==> config.mk <==
export PLATFORM = sky130hd
export DESIGN_NAME = ifetch_ctrl
export DESIGN_NICKNAME = d
export VERILOG_FILES = /design/src/rtl/ifetch_pkg.sv /design/src/rtl/ifetch_fifo.sv /design/src/rtl/ifetch_ctrl.sv
export SDC_FILE = /design/constraint.sdc
export NUM_CORES = 1
export LEC_CHECK = 0
export BUFFER_PORTS_ARGS = -buffer_cell sky130_fd_sc_hd__buf_2
export CORE_MARGIN = 1
export CORE_UTILIZATION = 50
export CTS_BUF_LIST = sky130_fd_sc_hd__clkbuf_16
export DETAILED_ROUTE_END_ITERATION = 7
export HOLD_SLACK_MARGIN = 0.05
export PLACE_DENSITY = 0.79
export SLEW_MARGIN = 15
export SYNTH_ARGS = -nofsm -noshare
export SYNTH_HDL_FRONTEND = slang
export SYNTH_SLANG_ARGS = --single-unit
==> constraint.sdc <==
create_clock -name clk -period 9.9 [get_ports clk]
set_input_delay 0.495 -clock clk [delete_from_list [all_inputs] [get_ports clk]]
set_output_delay 0.495 -clock clk [all_outputs]
set_load 0.01 [all_outputs]
==> src/rtl/ifetch_pkg.sv <==
// Shared types and defaults for the instruction-fetch controller.
package ifetch_pkg;

    localparam logic [31:0] RESET_PC_DEFAULT  = 32'h0000_0000;
    localparam int unsigned ROM_WORDS_DEFAULT = 64;

    typedef logic [31:0] word_t;
    typedef logic [31:0] addr_t;

    typedef struct packed {
        word_t inst;
        addr_t pc;
    } fetch_entry_t;

    // A PC is unusable if misaligned or past the last ROM word; the PC never wraps.
    function automatic logic pc_bad(input addr_t pc, input int unsigned rom_words);
        return (pc[1:0] != 2'b00) || ({2'b00, pc[31:2]} >= 32'(rom_words));
    endfunction

endpackage

==> src/rtl/ifetch_fifo.sv <==
// Two-entry {inst, pc} buffer with push/pop/flush; head reads as zero when empty.
module ifetch_fifo
    import ifetch_pkg::*;
(
    input  logic         clk,
    input  logic         rst_n,
    input  logic         push_i,
    input  fetch_entry_t push_data_i,
    input  logic         pop_i,
    input  logic         flush_i,
    output fetch_entry_t head_o,
    output logic         full_o,
    output logic         empty_o
);

    fetch_entry_t mem_q [2];
    logic         wr_ptr_q, rd_ptr_q;
    logic [1:0]   count_q, count_d;

    always_comb begin
        count_d = count_q;
        case ({push_i, pop_i})
            2'b10:   count_d = count_q + 2'd1;
            2'b01:   count_d = count_q - 2'd1;
            default: count_d = count_q;
        endcase
    end

    always_ff @(posedge clk) begin
        if (!rst_n || flush_i) begin
            wr_ptr_q <= 1'b0;
            rd_ptr_q <= 1'b0;
            count_q  <= 2'd0;
        end else begin
            if (push_i) wr_ptr_q <= ~wr_ptr_q;
            if (pop_i)  rd_ptr_q <= ~rd_ptr_q;
            count_q <= count_d;
        end
    end

    // Storage needs no reset: the head is masked whenever the buffer is empty.
    always_ff @(posedge clk) begin
        if (push_i && rst_n && !flush_i) mem_q[wr_ptr_q] <= push_data_i;
    end

    assign empty_o = (count_q == 2'd0);
    assign full_o  = (count_q == 2'd2);
    assign head_o  = empty_o ? '0 : mem_q[rd_ptr_q];

endmodule

==> src/rtl/ifetch_ctrl.sv <==
// Sequential instruction fetch from a combinational ROM with redirect and range fault.
// Define IFETCH_PERF_EN to build the fetch/stall performance counters.
module ifetch_ctrl
    import ifetch_pkg::*;
#(
    parameter logic [31:0] RESET_PC  = RESET_PC_DEFAULT,
    parameter int unsigned ROM_WORDS = ROM_WORDS_DEFAULT
) (
    input  logic        clk,
    input  logic        rst_n,
    output logic [31:0] rom_a,
    input  logic [31:0] rom_rd,
    output logic        inst_valid,
    input  logic        inst_ready,
    output logic [31:0] inst,
    output logic [31:0] inst_pc,
    input  logic        redirect_valid,
    input  logic [31:0] redirect_pc,
    output logic        fetch_fault,
    output logic [31:0] perf_fetch_cnt,
    output logic [31:0] perf_stall_cnt
);

    addr_t        pc_q, pc_d;
    logic         fifo_full, fifo_empty;
    logic         pop, fetch;
    fetch_entry_t head;

    // The fault is a decode of the held PC; it persists because a faulted PC never advances.
    assign fetch_fault = pc_bad(pc_q, ROM_WORDS);
    assign pop         = inst_valid && inst_ready;
    assign fetch       = !fetch_fault && !redirect_valid && (!fifo_full || pop);

    always_comb begin
        pc_d = pc_q;
        if (redirect_valid)
            pc_d = redirect_pc;
        else if (fetch)
            pc_d = pc_q + 32'd4;
    end

    always_ff @(posedge clk) begin
        if (!rst_n)
            pc_q <= RESET_PC;
        else
            pc_q <= pc_d;
    end

    ifetch_fifo u_fifo (
        .clk         (clk),
        .rst_n       (rst_n),
        .push_i      (fetch),
        .push_data_i ('{inst: rom_rd, pc: pc_q}),
        .pop_i       (pop),
        .flush_i     (redirect_valid),
        .head_o      (head),
        .full_o      (fifo_full),
        .empty_o     (fifo_empty)
    );

    assign rom_a      = {2'b00, pc_q[31:2]};
    assign inst_valid = !fifo_empty;
    assign inst       = head.inst;
    assign inst_pc    = head.pc;

`ifdef IFETCH_PERF_EN
    logic [31:0] fetch_cnt_q, stall_cnt_q;

    always_ff @(posedge clk) begin
        if (!rst_n) begin
            fetch_cnt_q <= 32'd0;
            stall_cnt_q <= 32'd0;
        end else begin
            if (fetch)                    fetch_cnt_q <= fetch_cnt_q + 32'd1;
            if (inst_valid && !inst_ready) stall_cnt_q <= stall_cnt_q + 32'd1;
        end
    end

    assign perf_fetch_cnt = fetch_cnt_q;
    assign perf_stall_cnt = stall_cnt_q;
`else
    assign perf_fetch_cnt = 32'd0;
    assign perf_stall_cnt = 32'd0;
`endif

endmodule

== After elaboration in Yosys (flattened, before gate mapping) ==
Memories as Yosys holds them, arrays and structs flattened. A register that Yosys moved wholly into a read port is not among the register bits.
Index checks and enable logic that the tools add are counted.

* RAM bits: 128
* Memories: 1
* Flip-flop bits (word level): 36

* Eq/ne operators: 3
* $add $sub $neg: 3
* Reductions and logical operators: 17
* $lt $le $gt $ge: 1
* Muxes and demuxes: 8
* Bitwise operators: 2

{| class="wikitable"
|+ Memories
! memory !! depth !! bits a word !! read ports !! clocked after Yosys merged registers in !! write ports !! RTL line !! text
|-
| u_fifo.mem_q || 2 || 64 || 1 || 1 || 1 || ifetch_fifo.sv:16 || <nowiki>fetch_entry_t mem_q [2];</nowiki>
|}

{| class="wikitable"
|+ Operators by type and width
! operator !! count
|-
| 32-bit two-way mux || 2
|-
| 64-bit two-way mux || 1
|-
| 32-bit by 3-bit adder with 32-bit output (second input constant) || 1
|-
| 30-bit by 7-bit greater-or-equal comparator with 1-bit output (second input constant) || 1
|-
| 2-bit nonzero test || 3
|-
| 1-bit logical AND || 5
|-
| 1-bit logical NOT || 5
|-
| 2-bit equality test (second input constant) || 2
|-
| 1-bit two-way mux || 4
|-
| 2-bit one-hot mux with 2 select lines || 1
|-
| 1-bit logical OR || 3
|-
| 2-bit by 1-bit adder with 2-bit output (second input constant) || 1
|-
| 2-bit by 1-bit equality test with 1-bit output (second input constant) || 1
|-
| 2-bit logical NOT || 1
|-
| 1-bit NOT || 2
|-
| 2-bit by 1-bit subtractor with 2-bit output (second input constant) || 1
|}

== Logic depth before layout (Yosys ltp) ==
Gate-level depths: netlist of the first run.

* Word-level depth: 9
* Depth in mapped cells: 8

== Hierarchy ==
Synthesis of the first run repeated with hierarchy kept, for this count alone.

* Cells, all modules: 544
* Area total of the unflattened synthesis: 7,290.7 um2

{| class="wikitable"
|+ By module, submodules not included
! module !! cells each !! times used !! area each (um2) !! sequential area each (um2)
|-
| ifetch_fifo || 294 || 1 || 5,023.6 || 3,943.8
|-
| ifetch_ctrl || 250 || 1 || 2,267.2 || 640.6
|}

== Worst setup path after synthesis of the first run ==
OpenSTA, ideal clock, no wires.

* Path type: register to register
* From: reg pc_q[8]
* To: mem u_fifo.mem_q[0][0] (netlist bit) (enable)
* Path slack: 2.201 ns
* Data required time: 9.256 ns
* Path buffers: 0
* Stages on the path, launching flop included: 4
* Data arrival time: 7.055 ns
* Path through: dfxtp_1 -> nor4_4 -> nand4_4 -> nor4_1

* Word-level cells in the longest chain between the ends: 9

{| class="wikitable"
|+ RTL lines
! what !! RTL line !! text
|-
| start: declaration || ifetch_ctrl.sv:24 || <nowiki>addr_t pc_q, pc_d;</nowiki>
|-
| start signal: assignment || ifetch_ctrl.sv:46 || <nowiki>pc_q <= pc_d;</nowiki>
|-
| 30-bit by 7-bit greater-or-equal comparator with 1-bit output || ifetch_pkg.sv:17 || <nowiki>return (pc[1:0] != 2'b00) || ({2'b00, pc[31:2]} >= 32'(rom_words));</nowiki>
|-
| 1-bit logical OR || ifetch_pkg.sv:17 ||
|-
| 1-bit logical NOT || ifetch_ctrl.sv:32 || <nowiki>assign fetch = !fetch_fault && !redirect_valid && (!fifo_full || pop);</nowiki>
|-
| 1-bit logical AND (2 in series) || ifetch_ctrl.sv:32 ||
|-
| 1-bit logical AND (2 in series) || ifetch_fifo.sv:43 || <nowiki>if (push_i && rst_n && !flush_i) mem_q[wr_ptr_q] <= push_data_i;</nowiki>
|-
| 1-bit two-way mux || ifetch_fifo.sv:43 ||
|-
| 1-bit two-way mux (not written as such) || ifetch_fifo.sv:43 ||
|-
| end: declaration || ifetch_fifo.sv:16 ||
|}

Every way passes these cells.

==> summary by stage, run 1 <==
Yosys
For this run, asynchronously set or reset flops after synthesis account for 0%. The distinct cell type count after synthesis is 30. The most common cell in the netlist is sky130_fd_sc_hd__edfxtp_1. Sequential cells were found to cover 63.4% of the synthesized design area. The average instance in the mapped netlist occupies 13.7 µm². The number of warning messages in the yosys log is 0.

The commonest cells after synthesis are 128 x sky130_fd_sc_hd__edfxtp_1, 96 x sky130_fd_sc_hd__buf_4, 90 x sky130_fd_sc_hd__mux2i_1. The synthesized design devotes to its leading area cell type 53.1% of total area. After synthesis the netlist holds a flip-flop and latch count of 165.

The area of the mapped netlist is 7230 µm². Yosys attributes the largest share of cell area to sky130_fd_sc_hd__edfxtp_1 53%, sky130_fd_sc_hd__mux2i_1 12%, sky130_fd_sc_hd__dfxtp_1 10%. Synthesis produced a netlist whose cell count is 528. sky130_fd_sc_hd__edfxtp_1 takes more of the synthesized area than any other cell.

The number of flops mapped to enable cells by yosys is 128. The most used flip-flop cell after synthesis is sky130_fd_sc_hd__edfxtp_1.

Critical path
The worst-path cell with the longest stage delay is sky130_fd_sc_hd__dfxtp_4. STA classifies the critical path endpoint as an output port. Broken down by cell family, the worst path's largest delay share belongs to flip-flops. The worst-case reg-to-reg path depth is 4. The minimum setup slack among reg-to-reg paths is 7.40 ns.

In this run the worst path has a maximum fanout of 64. The endpoint of the lowest-slack register-to-register path is u_fifo.mem_q[1][57]. The critical path in this run is classified as reg2out. The startpoint identified for the worst register-to-register timing path is pc_q[13]. The longest individual stage delay on the worst path is 1.10 ns. The worst setup path is launched from a flop. The worst path buffer plus inverter count is 1. Walking the worst path, the cells encountered are mux2i_1, nor2_1, buf_2. The worst endpoint required time is 9.41 ns. At the worst endpoint, the arrival time is 2.10 ns.

Power and ir drop
The power density normalized to cell area is 180 nW/µm². The switching share of power is 20.7%. In this run, the clock network consumes 44.0% of the power. The switching power of the nets is 0.312 mW. VDD sags by at most 0.122 mV.

The combinational power share is 4.9%. In this run the static leakage power is 3.30 nW. Per report_power, the sequential group accounts for 51.0% of the total. The design internal power is 1.19 mW.

Route
In this run the remaining antenna-violating nets after routing total 0. Using the TritonRoute via totals, the vias-per-cell ratio works out to 4.79. The starting DRC count in detailed routing is 151.

In the final routed layout, each cell accounts on average for 15.2 µm. After detailed routing, the total wire length is 13000 µm. The routed layout has 4089 vias. In the routed design, unresolved DRC markers number 0. The pre-antenna-repair detailed-routing pass consisted of 4 iterations.

Floorplan
The floorplan step set the die height to 122 µm. The floorplan step defined a core boundary enclosing 14000 µm². The floorplan has 43 rows. In this run the count of I/O pins placed on the die edge is 230.

The die covers 15000 µm². The initial utilization of the core area, before any placement, comes to 51.7%. The horizontal die dimension is 122 µm.

Timing
The portion of the clock cycle consumed by the worst path in the final layout is 26.2%. The worst clock skew on the final layout is 0.0101 ns. The number of pins exceeding their max-slew limit in the final report came to 0. For the finished layout, the period the worst path requires is 2.59 ns. The remaining max-slew budget at the tightest pin is 25.4%. The number of hold-slack violations in the final timing report is 0.

The count of final setup violators is 0. Setup repair after global routing left no endpoint under its margin. Timing would allow up to 0.386 GHz. The measured slew at the worst slew-check pin is 1.12 ns. The post-route setup TNS is 0 ns.

Place
The placer's final routability congestion estimate is 0.770. In this run the tool buffered the top-level ports with 163 buffer cells. The wire-length estimate of the detail-placed layout is 8640 µm.

Layout
The net count of the finished layout is 732. For this run, the share of the core covered by cells in the final layout is 59.8%. The post-route netlist has 31.2% of its cells at a drive strength greater than 1. 0 antenna diodes ended up in the layout. The area overhead of the layout relative to synthesis is 15.5%.

Global routing
The via count of the first global-routing pass is 3821. The initial antenna violation count is 0. The global-route wire length before repair is 19500 µm. Entering global routing, the biggest net connects 65 pins. The total congestion overflow is 0. For this run, the total global-route usage over all layers was measured as 17.8%.

Worst hold path
The path with the worst hold slack has its endpoint at u_fifo.mem_q[0][33]. Along the worst hold path, the cell count comes to 1. In this run the worst hold path is classified as in2reg. The startpoint of the most critical hold path is rom_rd[1].

CTS
The H-tree was split into 4 levels. The number of gates resized after CTS was 0. The number of hold buffers added after CTS was 0.

The count of clock tree sinks is 165. No sink is reached through more buffers than the 2 on the longest clock path. For the worst-skew pair, the clock arrives at the later sink with an insertion delay of 0.42 ns. Buffers added to address setup during post-CTS repair amount to 0. The root buffer cell is sky130_fd_sc_hd__clkbuf_16. After clock tree synthesis, the clock-pin slew on the worst setup and hold paths is 0.06 ns. The TritonCTS clock tree is built. The clock buffer count from CTS is 17.

Outcome
The flow ran to the end, and the final reports show no timing, DRC or antenna violations.

Job
The max-capacitance violation count is 0.
-- cell families (layout without fill, tap and decap cells) --
logic type | after synthesis | count (layout) | synth area share [%]
adders and majority gates | 3 | 3 | 0.519
buffers and inverters | 122 | 203 | 11.5
and+or+nand+nor | 122 | 122 | 9.94
DFF | 165 | 165 | 63.4
xor gates and xnor gates | 9 | 9 | 1.09
muxes | 90 | 90 | 12.5
other | 1 | 66 | 0.0518
AOI/OAI and AO/OA | 16 | 16 | 1.11
-- flip-flops by register name (all words and copies together), names as in the netlist, named ones only --
register         count
pc_q                32
u_fifo.count_q       2
u_fifo.mem_q       128
u_fifo.rd_ptr_q      1
u_fifo.wr_ptr_q      1
-- cell usage in the layout, fill, tap and decap left out, drive strengths merged, types with 5 or more instances in the layout --
master      n
dfxtp      37
mux2i      90
clkinvlp    5
a21oi       8
inv         5
nor2b      25
buf       166
conb       66
clkinv      6
nor2       72
o21ai       8
xnor2       8
clkbuf     18
nor4        8
edfxtp    128
-- area by class of cell --
type	count	area, µm²
tap	180	225
clock inverter	14	158
timing repair buffer	166	838
clock buffer	18	450
fill	1121	5630
multi-input combinational	306	2080
sequential	165	4590
inverter	5	18.8
-- worst max-delay path by stage --
stage / slack (ns) / start / depth (start not counted) / end
floorplan: 2.20 / pc_q[8] / 3 / u_fifo.mem_q[0][0]
global placement: 7.28 / redirect_valid / 5 / u_fifo.mem_q[0][50]
detailed placement: 7.17 / redirect_valid / 5 / u_fifo.mem_q[0][47]
CTS: 7.25 / flop / 3 / inst_pc[8]
global route: 7.17 / flop / 3 / inst[30]
finish: 7.31 / flop / 3 / inst[30]
-- routing by layer --
layer	vias to the layer above	GRT usage (%)	part of all wire (%)
met5	-	0	0
met1	1910	20.4	40
li1	1959	-	-
met4	0	8.16	1.9
met2	198	30.3	50
met3	22	5.81	8.1
-- power groups by stage --
| stage | Clock, mW | Sequential [mW] | Combinational (mW) |
|---|---|---|---|
| floorplan | 0 | 0.780 | 0.0748 |
| global placement | 0 | 0.782 | 0.0730 |
| detailed placement | 0 | 0.783 | 0.0747 |
| CTS | 0.677 | 0.769 | 0.0749 |
| global route | 0.704 | 0.770 | 0.0826 |
| finish | 0.663 | 0.769 | 0.0741 |
-- per-stage QoR --
stage / cell area (µm²) / std cells / setup slack, ns / hold WS (ns) / power, mW
after floorplan: 7480 / 593 / 2.20 / 0.467 / 0.855
after global placement: 7750 / 822 / 7.28 / 0.493 / 0.855
after detailed placement: 7750 / 822 / 7.17 / 0.504 / 0.858
after CTS: 8360 / 854 / 7.25 / 0.243 / 1.52
after global routing: 8360 / 854 / 7.17 / 0.244 / 1.56
final: 8360 / 854 / 7.31 / 0.265 / 1.51
No activity file was read; power rests on OpenSTA's default activity.
==> run 2, diff against run 1 <==
Clock period 9.9 ns to 2.5 ns, I/O delays scaled along.
==> summary by stage, run 2 (same netlist as run 1, synthesis figures left out) <==
Outcome
The flow ran to the end, and the final reports show no timing, DRC or antenna violations.

Layout
The final non-filler cell total is 925 (+8.3%). The number of inserted diodes is 0 (unchanged). The net count of the finished layout came to 803 (+9.7%). The utilization of the core after routing is 64.8% (+5.0 points). The fraction of final layout cells sized beyond drive strength 1 was 29.8% (-1.4 points). The count of fill cells added during filler insertion came to 1023 (-8.7%). The area overhead of the layout relative to synthesis is 25.3%. In the layout the commonest cells are 163 x sky130_fd_sc_hd__buf_2, 128 x sky130_fd_sc_hd__edfxtp_1, 90 x sky130_fd_sc_hd__mux2i_1, 70 x sky130_fd_sc_hd__nor2_1, 66 x sky130_fd_sc_hd__conb_1. The largest register by flop count is u_fifo.mem_q.

The flip-flop count of the largest register, all copies and words added was 128 (unchanged). The most common cell after layout, fill and taps aside is sky130_fd_sc_hd__buf_2. The largest registers in the layout are u_fifo.mem_q: 128 flops, pc_q: 32 flops, u_fifo.count_q: 2 flops.

CTS
The clock latency at the later pin of the worst-skew pair is 0.41 ns (about the same). The root buffer cell is sky130_fd_sc_hd__clkbuf_16. The clock buffer count from CTS is 17 (unchanged). The total of cells resized after clock tree synthesis is 0 (unchanged).

The number of hold buffers added after cts came to 64 (+64). The maximum level of the CTS H-tree came to 4 (unchanged). The maximum root-to-sink buffer count was 2 (unchanged). The count of clock tree sinks is 165 (unchanged).

The number of buffers inserted by post-CTS setup repair was 0 (unchanged). TritonCTS built the clock tree. The clock slew at the register clock pins of the worst setup and hold paths came to 0.06 ns (about the same).

Place
The cell count after placement came to 829 (+0.85%). The placer's final routability congestion estimate is 0.886 (+15%). The count of buffers inserted at the top-level ports is 163 (unchanged). The worst setup slack before clock tree synthesis is 0.242 ns (-6.93 ns). The sum of net half-perimeters after detailed placement is 9590 µm (+11%).

Route
The post-route antenna net violation count was 0 (unchanged). The count of unresolved DRC violations after routing was 0 (unchanged). The total vias in the final route is 4386 (+7.3%).

The number of vias per cell after detailed routing is 4.74 (-0.97%). The routed length per placed instance is 15.8 µm (+3.9%). The starting DRC count in detailed routing is 181 (+20%). The final wirelength is 14600 µm (+13%).

The first-pass iteration count of the detailed router is 4 (unchanged).

Power and ir drop
The worst vdd rail ir drop is 0.400 mV (+230%). The static leakage is 3.61 nW (+9.3%). The power density normalized to cell area is 645 nW/µm² (+260%).

Floorplan
The number of rows created at floorplan is 43 (unchanged). The full die area is 15000 µm² (unchanged). The horizontal die dimension is 122 µm (unchanged). The number of I/O pins came to 230 (unchanged). The starting density of the core came to 51.7% (unchanged). The vertical extent of the die is 122 µm (unchanged). The area of the core is 14000 µm² (unchanged).

Timing
The final worst hold slack is 0.206 ns (-0.0590 ns). The final critical path takes up 91.4% of the cycle. The post-route setup TNS is 0 ns (unchanged). The number of pins exceeding their max-slew limit in the final report was 0 (unchanged). The final period demand of the worst path is 2.28 ns. The remaining max-slew budget at the tightest pin is 52.7% (+27 points). The worst clock skew on the final layout is 0.00890 ns (-0.00117 ns). The count of final setup violators is 0 (unchanged).

The final setup slack of the worst path is 0.215 ns (-7.09 ns). Setup repair after global routing left no endpoint under its margin. The measured slew at the worst slew-check pin was 0.710 ns (-0.409 ns). The maximum clock rate is 0.438 GHz. The number of hold-slack violations in the final timing report is 0 (unchanged).

Critical path
STA classifies the critical path startpoint as a flop. Walking the worst path, the cells encountered are nor4_4, nand4_4, nor2_4, nand2_1, ha_1, or3_1, a21oi_1. The slowest stage of the critical path belongs to the cell sky130_fd_sc_hd__nor4_4. The capturing element type of the critical path is a flop.

The longest individual stage delay on the worst path came to 0.38 ns (-0.72 ns). The critical path is of the reg2reg type. The maximum fanout count along the critical path was 7 (-89%).

Broken down by cell family, the worst path's largest delay share belongs to simple AND/OR/NAND/NOR gates. The worst path buffer plus inverter count came to 0 (-1). The critical path data arrival time is 2.62 ns (+0.52 ns). The worst endpoint required time is 2.84 ns (-6.57 ns).

Global routing
The largest net degree at the start of global routing is 65 (unchanged). The via count of the first global-routing pass was 4427 (+16%). The global-route wire length before repair is 22000 µm (+13%).

The total global routing track utilization is 20.1% (+2.3 points). The initial antenna violation count is 0 (unchanged). The total congestion overflow is 0 (unchanged).

Worst hold path
In this run the worst hold path is classified as in2reg.

Job
The max-capacitance violation count was 0 (unchanged).
-- run 2: cell types whose count changed in the layout (fill, tap and decap cells not counted), sizes merged --
cell         before  now
dlygate4sd3       0   64
buf             166  173
inv               5    9
clkinvlp          5    2
bufinv            3    1
clkinv            6    8
clkbuf           18   17
-- run 2: worst paths after layout --
| check | from | endpoint | slack, ns | cells past startpoint |
|---|---|---|---|---|
| max | pc_q[9] | u_fifo.count_q[1] | 0.22 | 7 |
| min | inst_ready | flop | 0.21 | 4 |
| max reg2reg | pc_q[9] | u_fifo.count_q[1] | 0.22 | 7 |
| min reg2reg | pc_q[16] | u_fifo.mem_q[0][16] | 0.50 | 0 |
-- run 2: worst reg2reg max path, cell delays in order, from the launching register on --
cell and delay [ns]:
sky130_fd_sc_hd__dfxtp_1 0.37, sky130_fd_sc_hd__nor4_4 0.38, sky130_fd_sc_hd__nand4_4 0.24, sky130_fd_sc_hd__nor2_4 0.27, sky130_fd_sc_hd__nand2_1 0.10, sky130_fd_sc_hd__ha_1 0.34, sky130_fd_sc_hd__or3_1 0.35, sky130_fd_sc_hd__a21oi_1 0.16
-- run 2: final cells by class --
type | instances | area, µm² | share of cell area (%)
Clock buffer | 17 | 425 | 4.69
Clock inverter | 15 | 131 | 1.45
Inverter | 5 | 18.8 | 0.207
Multi-Input combinational cell | 306 | 2090 | 23.1
Sequential cell | 165 | 4590 | 50.7
Tap cell | 180 | 225 | 2.48
Timing Repair Buffer | 237 | 1580 | 17.4
-- run 2: power breakdown --
part | leakage [nW] | internal, mW | total (mW) | switching, mW
Combinational | 1.88 | 0.189 | 0.383 | 0.194
Sequential | 1.45 | 2.99 | 3.04 | 0.0563
Clock | 0.272 | 1.37 | 2.42 | 1.05
-- run 2: metal layers --
metal  global-route usage [%]  wire (µm)
met1                     22.1       5750
met2                     36.3       7590
met3                     5.58        931
met4                     8.69        330
met5                        0          0
-- run 2: metrics by stage --
step                area [µm²]  total power, mW
detailed placement        7870             3.41
floorplan                 7500             3.39
global route              9060             6.03
finish                    9060             5.85
CTS                       9060             5.89
global placement          7870             3.39
